<file path="src/rtl/feature_map_collector.sv">
// feature_map_collector: gathers NUM_POS two-filter position results into a frame buffer,
// then drains the frame as a ready/valid byte stream.
module feature_map_collector #(
  parameter int NUM_POS = 36,
  parameter int DATA_W  = 8
) (
  input  logic              clk,
  input  logic              reset,
  input  logic              in_valid,
  input  logic [DATA_W-1:0] in_data_0,
  input  logic [DATA_W-1:0] in_data_1,
  input  logic              out_ready,
  output logic              out_valid,
  output logic [DATA_W-1:0] out_data,
  output logic              out_last,
  output logic              frame_done,
  output logic              busy,
  output logic              overflow
);
  localparam int WC_W = $clog2(NUM_POS + 1);
  localparam int RP_W = $clog2(2 * NUM_POS);
  localparam logic [WC_W-1:0] LAST_POS = WC_W'(NUM_POS - 1);
  localparam logic [RP_W-1:0] LAST_BYTE = RP_W'(2 * NUM_POS - 1);
  typedef enum logic {COLLECT, DRAIN} state_t;
  state_t state_q, state_d;
  logic [WC_W-1:0] wr_cnt_q, wr_cnt_d;
  logic [RP_W-1:0] rd_ptr_q, rd_ptr_d, wr_addr;
  logic frame_done_q, frame_done_d, overflow_q, overflow_d, wr_en, xfer;
  logic [DATA_W-1:0] mem_q [0:2*NUM_POS-1];
  always_comb begin
    wr_en = !reset && state_q == COLLECT && in_valid;
    xfer = state_q == DRAIN && out_ready;
    wr_addr = RP_W'(wr_cnt_q) << 1;
    wr_cnt_d = wr_en ? (wr_cnt_q == LAST_POS ? '0 : wr_cnt_q + 1'b1) : wr_cnt_q;
    rd_ptr_d = xfer ? (rd_ptr_q == LAST_BYTE ? '0 : rd_ptr_q + 1'b1) : rd_ptr_q;
    state_d = (wr_en && wr_cnt_q == LAST_POS) ? DRAIN :
              (xfer && rd_ptr_q == LAST_BYTE) ? COLLECT : state_q;
    frame_done_d = xfer && rd_ptr_q == LAST_BYTE;
    overflow_d = overflow_q || (state_q == DRAIN && in_valid);
  end
  always_ff @(posedge clk or posedge reset) begin
    if (reset) begin
      state_q      <= COLLECT;
      wr_cnt_q     <= '0;
      rd_ptr_q     <= '0;
      frame_done_q <= 1'b0;
      overflow_q   <= 1'b0;
    end else begin
      state_q      <= state_d;
      wr_cnt_q     <= wr_cnt_d;
      rd_ptr_q     <= rd_ptr_d;
      frame_done_q <= frame_done_d;
      overflow_q   <= overflow_d;
    end
  end
  // Frame storage is deliberately left out of reset; only the pointers are cleared.
  always_ff @(posedge clk) begin
    if (wr_en) begin
      mem_q[wr_addr]                   <= in_data_0;
      mem_q[{wr_addr[RP_W-1:1], 1'b1}] <= in_data_1;
    end
  end
  assign out_valid  = state_q == DRAIN;
  assign busy       = state_q == DRAIN;
  assign out_last   = state_q == DRAIN && rd_ptr_q == LAST_BYTE;
  assign out_data   = out_valid ? mem_q[rd_ptr_q] : '0;
  assign frame_done = frame_done_q;
  assign overflow   = overflow_q;
endmodule

</file>
<file path="config.mk">
export PLATFORM = sky130hd
export DESIGN_NAME = feature_map_collector
export DESIGN_NICKNAME = d
export VERILOG_FILES = /design/src/rtl/feature_map_collector.sv
export SDC_FILE = /design/constraint.sdc
export NUM_CORES = 1
export LEC_CHECK = 0
export BUFFER_PORTS_ARGS = -buffer_cell sky130_fd_sc_hd__clkbuf_2
export CAP_MARGIN = 10
export CORE_MARGIN = 1.5
export CORE_UTILIZATION = 35
export DETAILED_ROUTE_END_ITERATION = 6
export SETUP_SLACK_MARGIN = 0.4
export SLEW_MARGIN = 40
export SYNTH_ARGS = -nofsm -noshare
export SYNTH_HDL_FRONTEND = slang
export SYNTH_SLANG_ARGS = --single-unit
</file>
<file path="constraint.sdc">
create_clock -name clk -period 3.2 [get_ports clk]
set_input_delay 0 -clock clk [delete_from_list [all_inputs] [get_ports clk]]
set_output_delay 0 -clock clk [all_outputs]
set_load 0.01 [all_outputs]
</file>
==> results of run 1 <==
[critical path, delay by kind of cell (launching register included)]
kind | cells | cell delay (ns)
multiplexers | 1 | 0.22
buffers and inverters | 4 | 0.75
AO/OA/AOI/OAI | 4 | 1.05
flip-flops | 1 | 0.51
[sequential cells by signal (all words and copies together), names as in the netlist]
signal      cells
wr_cnt_q        6
overflow        1
busy            1
frame_done      1
mem_q         576
rd_ptr_q        7
[layout make-up]
type	instances	area (um2)
clock buffers	76	1580
clock inverters	28	138
fillers	5726	37900
inverters	8	30.0
multi-input cells	542	5630
flip-flops and latches	592	17700
well taps	864	1080
repair buffers	190	1860
[power by group]
part	total, W	leakage (nW)	internal [W]	switching, W
sequential	0.00877	5.38	0.00869	0.0000883
clock	0.00626	0.844	0.00346	0.00280
combinational	0.000537	2.62	0.000138	0.000399
[metal layers]
| layer | up-vias | GRT usage (%) | part of all wire [%] |
|---|---|---|---|
| met5 | - | 0 | 0.038 |
| met4 | 4 | 3.75 | 1.8 |
| met3 | 76 | 4.07 | 8.2 |
| met2 | 500 | 28.1 | 46 |
| met1 | 6658 | 25.5 | 44 |
| li1 | 5278 | - | - |
[through the flow]
step           cell area [um2]  utilization, %  setup WS, ns
3_3_place_gp             25100            38.0         0.211
3_5_place_dp             25100            38.0         0.353
4_1_cts                  27800            42.1        0.0986
2_1_floorplan            23400               -         0.883
6_report                 28000            42.5        0.0637
5_1_grt                  28000            42.5       0.00397
[repair_timing]
| action | in CTS | in global routing |
|---|---|---|
| resized for setup | 76 | 27 |
| cloned | 6 | 0 |
| endpoints found under the hold margin | 137 | 0 |
| setup endpoints to repair | 8 | 8 |
| pin swaps | 18 | 20 |
| hold buffers | 8 | 0 |
| setup buffers | 30 | 18 |
[logic make-up after synthesis]
logic type | count (synthesis)
simple gates | 221
fa+ha+maj | 2
buf+inv | 75
xor+xnor | 5
compound gates | 116
flops | 592
mux | 198
[worst paths after layout]
check / from / end / slack (ns) / cells past startpoint
max in group asynchronous: reset / rd_ptr_q[0] / 2.41 / 5
hold reg to reg: overflow / overflow / 0.47 / 1
hold / removal: in_data_1[1] / mem_q[51][1] / 0.01 / 1
min in group asynchronous: reset / frame_done / 0.55 / 5
setup reg to reg: busy / mem_q[68][2] / 0.67 / 6
setup / recovery: rd_ptr_q[0] / out_data[6] / 0.06 / 9
[cell usage in the layout, fill, tap and decap left out, types with 8 or more instances in the layout]
cell / instances
nand2_1: 54
nor3_1: 8
mux4_2: 107
dfrtp_1: 11
o21ai_0: 11
mux2i_1: 73
edfxtp_1: 576
clkinv_1: 12
nor2_1: 77
dlygate4sd3_1: 8
clkbuf_16: 61
mux2_2: 11
buf_12: 18
nor2b_1: 9
clkbuf_4: 16
nand3_1: 17
buf_4: 117
clkbuf_1: 15
o221ai_1: 8
a21oi_1: 19
clkbuf_2: 12
clkinv_2: 12
a22oi_1: 17
==> summary.md, run 1 <==
| Metric | Value |
|---|---|
| DRT Wirelength | 60300 um |
| Buffers added on ports | 32 |
| Data arrival time of the critical path | 3.14 ns |
| Post-synthesis xor/xnor area fraction | 0.187% |
| Initial core utilization | between 30% and 40% |
| Pwr dens | about 560 nW/um2 |
| Max-slew headroom | 51.1% |
| CTS root buffer | clkbuf_16 |
| Largest family of logic cells by synthesized area | multiplexers |
| Leakage | 8.84 nW |
| Status | finished with violations |
| Fin. Hold Viols | 0 |
| Htree depth | 2 |
| RSZ-0062 raised after global routing | yes |
| Multiplexer share of the synthesized area | 14.3% |
| CP required | 3.20 ns |
| Synth Warn # | 0 |
| Die width | ~260 um |
| Period minus WS final | 3.14 ns |
| Latest clock arrival within the worst-skew pair | 0.62 ns |
| Diode count | 0 |
| TritonCTS Buffers | 58 |
| Largest net degree at the start of global routing | 37 |
| P&R area growth vs syn | 19.9% |
| Total number of vias | 12500 |
| Hold Crit Class | in -> reg |
| Dominant cell type by area after synthesis | edfxtp_1 |
| Asr flop ratio synth | under 10% |
| Wire length per cell | 26.2 um |
| CP Max Fanout | 5 |
| DRC Markers | 2 |
| Rows | 94 |
| Fin cells | 2300 |
| Placed cells | 2134 |
| Crit path max-delay cell type | dfrtp_4 |
| Synth Cell Area | 23400 um2 |
| Top cells by area in the synthesized netlist | edfxtp_1 (74%), mux4_2 (10%), mux2i_1 (3.3%), dfrtp_1 (1.7%), nor2_1 (1.3%) |
| Critical path class | reg -> out |
| Routability cong. | 0.892 |
| Worst slew pin tran | between 0.7 and 0.8 ns |
| WHS | 0.0111 ns |
| Seq/Total Area, Yosys | 75.7% |
| Maximum VDD drop | 0.411 mV |
| Clock slew seen by the registers of the worst setup and hold paths | 0.06 ns |
| Setup TNS | 0 ns |
| Initial antenna violation count | 4 |
| Die area | 68400 um2 |
| Post-synth EDFFs | 576 |
| CTS tree | yes |
| Io pins | 33 |
| Clock Skew | 0.0161 ns |
| Synthesized Nets | 1231 |
| Max-cap violations | 0 |
| ANT nets after route | 0 |
| Synth cell count leaders | edfxtp_1 (576), mux4_2 (107), nor2_1 (78), mux2i_1 (76), nand2_1 (62) |
| GRT overflow | 0 |
| Core ar. | 66000 um2 |
| Most used DFF post-synth | edfxtp_1 |
| Synth Area per Inst | about 19 um2 |
| CP Capture Type | output port |
| Fin crit share | 98.0% |
| Worst path cell trace | buf_12 -> bufbuf_16 -> buf_4 -> mux2i_1 -> a21oi_1 -> a2111o_1 -> a2111oi_4 -> a31oi_4 -> clkbuf_2 |
| Share of Yosys cell area claimed by the top area cell type | 73.9% |
| Clk sinks | around 590 |
| Violated checks | design-rule violations |
| 1st-pass router iterations | 7 |
| Die H | 262 um |
| Simple-gate share of the synthesized area | 4.33% |
| Count of cell types in the netlist | 57 |
| Layout cells sized above 1 | 30.9% |
| Largest stage delay, worst path | 0.51 ns |
| GRT Util Overall | 17.9% |
| Clock tree buffer depth | 3 |
| Post-Synthesis Cells | 1209 |
| Adder-cell share of the synthesized area | 0.107% |
| Synth Area in Compound Gates | 3.53% |
| Vias per Instance | 5.44 |
| Fin. max-slew vios | 0 |
| Finish-stage setup viols | 0 |
| Hpwl dp | 36100 um |
| FF+latch count, synth | 592 |
| Peak Freq | about 320 MHz |
| Most frequent cell after synthesis | edfxtp_1 |
| Pwr Total | 0.0156 W |
| Final #Nets | about 1400 |
| Startpoint types | flip-flop |
| First-pass GRT wire length | 88000 um |
| Initial drt markers | 1282 |
| Vias in the first global route | 12600 |
Power figures use the tool's default switching activity.
==> run 2: changes to the inputs <==
- GPL_ROUTABILITY_DRIVEN: default -> 0
- PLACE_DENSITY: default -> 0.56
==> run 2 against run 1 <==
Compared with the run above:
- critical path depth down 1
- critical path type unchanged
- the flow finishes with violations (negative hold slack)
- first-iteration DRC count down 5.8%
- cell area down 0.35%
- critical endpoint unchanged
==> summary.md, run 2 (synthesis results as in run 1) <==
| Metric | Value |
|---|---|
| Status | finished with violations |
| Violated checks | negative hold slack |
| Largest stage delay, worst path | 0.51 ns |
| Leakage | 8.79 nW |
| WHS | -0.00248 ns |
| Latest clock arrival within the worst-skew pair | 0.61 ns |
| Commonest non-fill, non-tap cell in the layout | edfxtp_1 |
| Worst path cell trace | buf_6 -> buf_12 -> mux4_2 -> and3_4 -> a2111o_1 -> a2111oi_4 -> a31oi_4 -> clkbuf_2 |
| Hold Crit Class | in -> reg |
| CTS root buffer | clkbuf_16 |
| Layout cells sized above 1 | between 30% and 40% |
| CP Capture Type | output port |
| Peak Freq | 321 MHz |
| Final #Nets | about 1400 |
| CP Launch Point | rd_ptr_q[0] |
| Fin. max-slew vios | 0 |
| Clk sinks | 592 |
| GRT overflow | 0 |
| Max-slew headroom | ~43% |
| Util after Layout | ~42% |
| Logic pwr share | 3.5% |
| Regs by FF count | mem_q: 576 flops, rd_ptr_q: 7 flops, wr_cnt_q: 6 flops |
| Pwr dens | 571 nW/um2 |
| P&R area growth vs syn | 19.5% |
| Reg-to-Reg End | rd_ptr_q[3] |
| Maximum VDD drop | 0.408 mV |
| CTS tree | yes |
| Worst setup margin | 0.0863 ns |
| Reg2Reg Depth | 11 |
| Critical path class | reg -> out |
| Htree depth | 2 |
| Area of the multi-input gates | 5620 um2 |
| Die width | 262 um |
| Pint | 0.0126 W |
| Buffers added on ports | 32 |
| Biggest register | mem_q |
| Finish-stage setup viols | 0 |
| Setup WS pre-CTS | 0.418 ns |
| Period minus WS final | 3.11 ns |
| CP Max Fanout | 4 |
| Hpwl dp | 36600 um |
| ANT nets after route | 0 |
| Commonest non-fill, non-tap cells in the layout | edfxtp_1 (576), mux4_2 (107), buf_4 (103) |
| Flop pwr share | 55.0% |
| Crit path max-delay cell type | dfrtp_4 |
| Clock share of power | 41.5% |
| WHS Path Cells | 1 |
| Die H | 262 um |
| CP required | 3.20 ns |
| Fin crit share | 97.3% |
| Initial core utilization | 35.4% |
| Io pins | 33 |
| DRT Wirelength | between 60000 and 70000 um |
| R2r setup slk | ~0.8 ns |
| Fin. Hold Viols | 2 |
| Clock Skew | 0.0151 ns |
| Critical Path Sink | out_data[6] |
| Number of flip-flops in the largest register | 576 |
| RSZ-0062 raised after global routing | yes |
| Core ar. | 66000 um2 |
| Initial antenna violation count | 2 |
| Vias per Instance | 5.38 |
| Clock tree buffer depth | 3 |
| First-pass GRT wire length | slightly below 90000 um |
| Wire length per cell | 26.6 um |
| Initial drt markers | approximately 1200 |
| GRT Util Overall | 18.1% |
| Data arrival time of the critical path | 3.11 ns |
| Clock slew seen by the registers of the worst setup and hold paths | 0.06 ns |
| Worst r2r src | rd_ptr_q[0] |
| Setup TNS | 0 ns |
| TritonCTS Buffers | 59 |
| Rows | 94 |
| Total number of vias | 12300 |
| Worst slew pin tran | 0.859 ns |
| Die area | 68400 um2 |
| Startpoint types | flip-flop |
| Net switching power | 0.00335 W |
| Max-cap violations | 0 |
| Diode count | 0 |
| Largest net degree at the start of global routing | 37 |
| Seq. cell area | 17700 um2 |
| Vias in the first global route | 12400 |
| DRC Markers | 0 |
| 1st-pass router iterations | 7 |
| Switching Fraction | a little over a fifth |
| Fill cells | 5752 |
==> run 2: repair_timing <==
action / CTS / global route
gates resized for setup: 66 / 50
pin swaps: 16 / 14
setup endpoints to repair: 8 / 49
setup buffers: 29 / 8
gates cloned: 3 / 1
endpoints found under the hold margin: 36 / 0
hold buffers: 6 / 0
==> run 2: routing by layer <==
layer	wire, um	up-vias	global-route usage (%)
li1	-	5269	-
met1	27500	6538	26.2
met2	28000	436	27.6
met3	4380	78	4.18
met4	1160	2	4.49
met5	12	-	0
==> run 2: critical path: cells and delay by family, from the launching register on <==
family	cells	cell delay, ns
AOI/OAI and AO/OA	3	0.87
buffers and inverters	3	0.45
DFF	1	0.51
muxes	1	0.44
and+or+nand+nor	1	0.22
==> run 2: power by group through the flow <==
stage | Clock [W] | Sequential, W | Combinational, W
4_1_cts | 0.00675 | 0.00877 | 0.000558
5_1_grt | 0.00705 | 0.00878 | 0.000601
6_report | 0.00662 | 0.00877 | 0.000557
3_5_place_dp | 0 | 0.00893 | 0.000542
2_1_floorplan | 0 | 0.00888 | 0.000274
3_3_place_gp | 0 | 0.00893 | 0.000523
==> run 2: how the worst min path moves through the flow <==
| stage | startpoint | end |
|---|---|---|
| after global placement | reset | overflow |
| after CTS | in_data_0[6] | mem_q[70][6] |
| after detailed placement | reset | overflow |
| after floorplan | reset | busy |
| after global routing | in_data_0[6] | mem_q[66][6] |
| final | in_data_1[4] | mem_q[27][4] |
==> run 2: cell type report <==
cell class,instances,area share [%]
Clock inverter,29,0.725
Tap cell,864,3.87
Clock buffer,80,5.83
Multi-Input combinational cell,542,20.1
Timing Repair Buffer,176,5.95
Inverter,8,0.116
Sequential cell,592,63.4
==> run 2: per-stage QoR <==
step / instance area (um2) / hold slack (ns) / total power [W] / cells
after floorplan: 23400 / -0.0779 / 0.00916 / 1209
after global placement: 25000 / 0.0614 / 0.00945 / 2135
after detailed placement: 25100 / 0.0710 / 0.00947 / 2135
after CTS: 27600 / 0.00346 / 0.0161 / 2282
after global routing: 27900 / 0.0159 / 0.0164 / 2291
final: 27900 / -0.00248 / 0.0159 / 2291
==> run 3: changes to the inputs <==
- PLACE_DENSITY: 0.56 -> 0.58
- SETUP_SLACK_MARGIN: 0.4 -> default
- clock period: 3.2 -> 2.7 ns (I/O delays scaled with it)
==> run 3 against run 2 <==
Compared with the run above:
- the run ends with design-rule violations, negative hold slack, negative setup slack left
- count of clock-buffer cells in the layout decreased by 10
- setup slack got worse by 0.57 ns
- non-clock buffer count increased by 10
- global-route usage increased by 0.34 points
- total power increased by 20%
- register-to-register slack got worse by 0.53 ns
- clock power increased by 23%
- die area unchanged
- sequential power increased by 19%
- critical path type unchanged
- largest cell class unchanged
==> summary.md, run 3 (synthesis results as in run 1) <==
| Metric | Value |
|---|---|
| Initial drt markers | 1460 |
| Max-slew headroom | 43.8% |
| Initial core utilization | 35.4% |
| 1st-pass router iterations | 7 |
| Biggest register | mem_q |
| Initial antenna violation count | 7 |
| Regs by FF count | mem_q: 576 flops, rd_ptr_q: 7 flops, wr_cnt_q: 6 flops |
| Met3 usage in global routing | 3.39% |
| Logic pwr share | 3.6% |
| Clock share of power | 42.3% |
| CP Capture Type | output port |
| R2r setup slk | about 0.25 ns |
| Pint | roughly 0.015 W |
| Peak Freq | 314 MHz |
| Maximum VDD drop | 0.520 mV |
| RSZ-0062 raised after global routing | yes |
| First-pass GRT wire length | 90100 um |
| Leakage | between 8 and 9 nW |
| Clock Skew | 0.0200 ns |
| Hold Crit Class | in -> reg |
| Period minus WS final | 3.18 ns |
| Worst setup margin | -0.480 ns |
| Final #Nets | around 1400 |
| Worst path most repeated cell | buf_12 |
| Hpwl dp | around 38000 um |
| Reg2Reg Depth | 6 |
| Switching Fraction | around a fifth |
| Vias in the first global route | around 13000 |
| Htree depth | 2 |
| Util after Layout | 42.6% |
| TritonCTS Buffers | 58 |
| ANT nets after route | 0 |
| GRT Util Overall | around 18% |
| Startpoint types | flip-flop |
| Vias per Instance | 5.48 |
| Crit path max-delay cell type | a222oi_1 |
| Commonest non-fill, non-tap cells in the layout | edfxtp_1 (576), mux4_2 (107), buf_4 (104) |
| Setup WS pre-CTS | -0.159 ns |
| Latest clock arrival within the worst-skew pair | between 0.6 and 0.7 ns |
| Clock slew seen by the registers of the worst setup and hold paths | ~0.06 ns |
| Die width | 262 um |
| Net switching power | 0.00409 W |
| Buffers added on ports | 32 |
| Finish-stage setup viols | 8 |
| CP required | 2.70 ns |
| Pwr dens | 683 nW/um2 |
| Number of flip-flops in the largest register | 576 |
| GR Util met1 | 27.2% |
| GR met2 Demand/Resource | between 20 and 30% |
| CP Max Fanout | 5 |
| Wire length per cell | about 27 um |
| Max-cap violations | 0 |
| Status | finished with violations |
| Layout cells sized above 1 | 30.3% |
| Fin crit share | 118% |
| P&R area growth vs syn | 20.2% |
| WHS | -0.00356 ns |
| Worst path cell trace | buf_12 -> buf_12 -> buf_12 -> mux4_2 -> nand2_2 -> nand2_4 -> a222oi_1 -> buf_4 -> a31oi_4 -> buf_6 |
| DRT Wirelength | 61800 um |
| Clock tree buffer depth | 3 |
| Largest stage delay, worst path | 0.53 ns |
| Violated checks | design-rule violations, negative hold slack, negative setup slack |
| Core ar. | 66000 um2 |
| Rows | 94 |
| Die H | 262 um |
| CTS root buffer | clkbuf_16 |
| Critical path class | reg -> out |
| GRT overflow | 0 |
| Die area | slightly below 70000 um2 |
| Total number of vias | roughly 13000 |
| Clk sinks | 592 |
| Fin. Hold Viols | 7 |
| Commonest non-fill, non-tap cell in the layout | edfxtp_1 |
| Io pins | 33 |
| Data arrival time of the critical path | 3.18 ns |
| GRT busiest layer | met2 |
| Largest net degree at the start of global routing | 37 |
| Worst slew pin tran | 0.844 ns |
| Flop pwr share | 54.1% |
| DRC Markers | 4 |
| WHS Path Cells | 1 |
| CTS tree | yes |
| Fin. max-slew vios | 0 |
==> run 3: cell types whose count changed in the layout (fill, tap and decap cells not counted), sizes merged <==
cell / delta
dlygate4sd3: +1
diode: +1
bufinv: +4
clkbuf: -11
buf: +11
clkinv: +3
clkinvlp: +2
inv: +2
bufbuf: -1
==> run 3: final timing paths <==
| kind | start | to |
|---|---|---|
| max in group asynchronous | reset | rd_ptr_q[0] |
| hold / removal | in_data_0[2] | mem_q[38][2] |
| setup reg to reg | busy | mem_q[21][0] |
| min in group asynchronous | reset | wr_cnt_q[5] |
| hold reg to reg | overflow | overflow |
| setup / recovery | rd_ptr_q[0] | out_data[0] |
==> run 3: through the flow <==
| step | setup TNS (ns) | area, um2 | power, W | std cells |
|---|---|---|---|---|
| 2_1_floorplan | 0 | 23400 | 0.0109 | 1209 |
| 3_3_place_gp | -0.306 | 25400 | 0.0112 | 2163 |
| 3_5_place_dp | -0.306 | 25500 | 0.0113 | 2164 |
| 4_1_cts | -3.34 | 28000 | 0.0194 | 2297 |
| 5_1_grt | -3.89 | 28100 | 0.0198 | 2302 |
| 6_report | -3.29 | 28100 | 0.0192 | 2303 |
==> run 3: metal layers <==
| layer | up-vias | wire length [um] |
|---|---|---|
| li1 | 5289 | - |
| met1 | 6710 | 27000 |
| met2 | 514 | 28200 |
| met3 | 94 | 5210 |
| met4 | 2 | 1400 |
| met5 | - | 11 |
==> run 3: worst max-delay path: cells and delay by family (launching register included) <==
kind,cells,cell delay (ns)
buffers and inverters,5,0.80
multiplexers,1,0.45
flip-flops,1,0.49
AND/OR/NAND/NOR,2,0.17
AO/OA/AOI/OAI,2,0.63
==> run 3: cell type report <==
cell class | instances | area (um2)
fillers | 5680 | 37900
clock inverters | 40 | 398
repair buffers | 186 | 1830
multi-input cells | 542 | 5560
well taps | 864 | 1080
diodes | 1 | 2.50
clock buffers | 70 | 1510
flip-flops and latches | 592 | 17700
inverters | 8 | 30.0
==> run 3: repair_timing <==
action / CTS / global route
pin swaps: 15 / 10
gates resized for setup: 67 / 21
endpoints found under the hold margin: 79 / 0
gates cloned: 2 / 0
hold buffers: 7 / 0
buffers inserted: 16 / 5
setup endpoints to repair: 9 / 9
==> run 3: power by group through the flow <==
stage	clock network, W	logic (W)	registers, W
final	0.00813	0.000689	0.0104
after global routing	0.00862	0.000744	0.0104
after CTS	0.00829	0.000694	0.0104
after detailed placement	0	0.000678	0.0106
after global placement	0	0.000653	0.0106
after floorplan	0	0.000324	0.0105
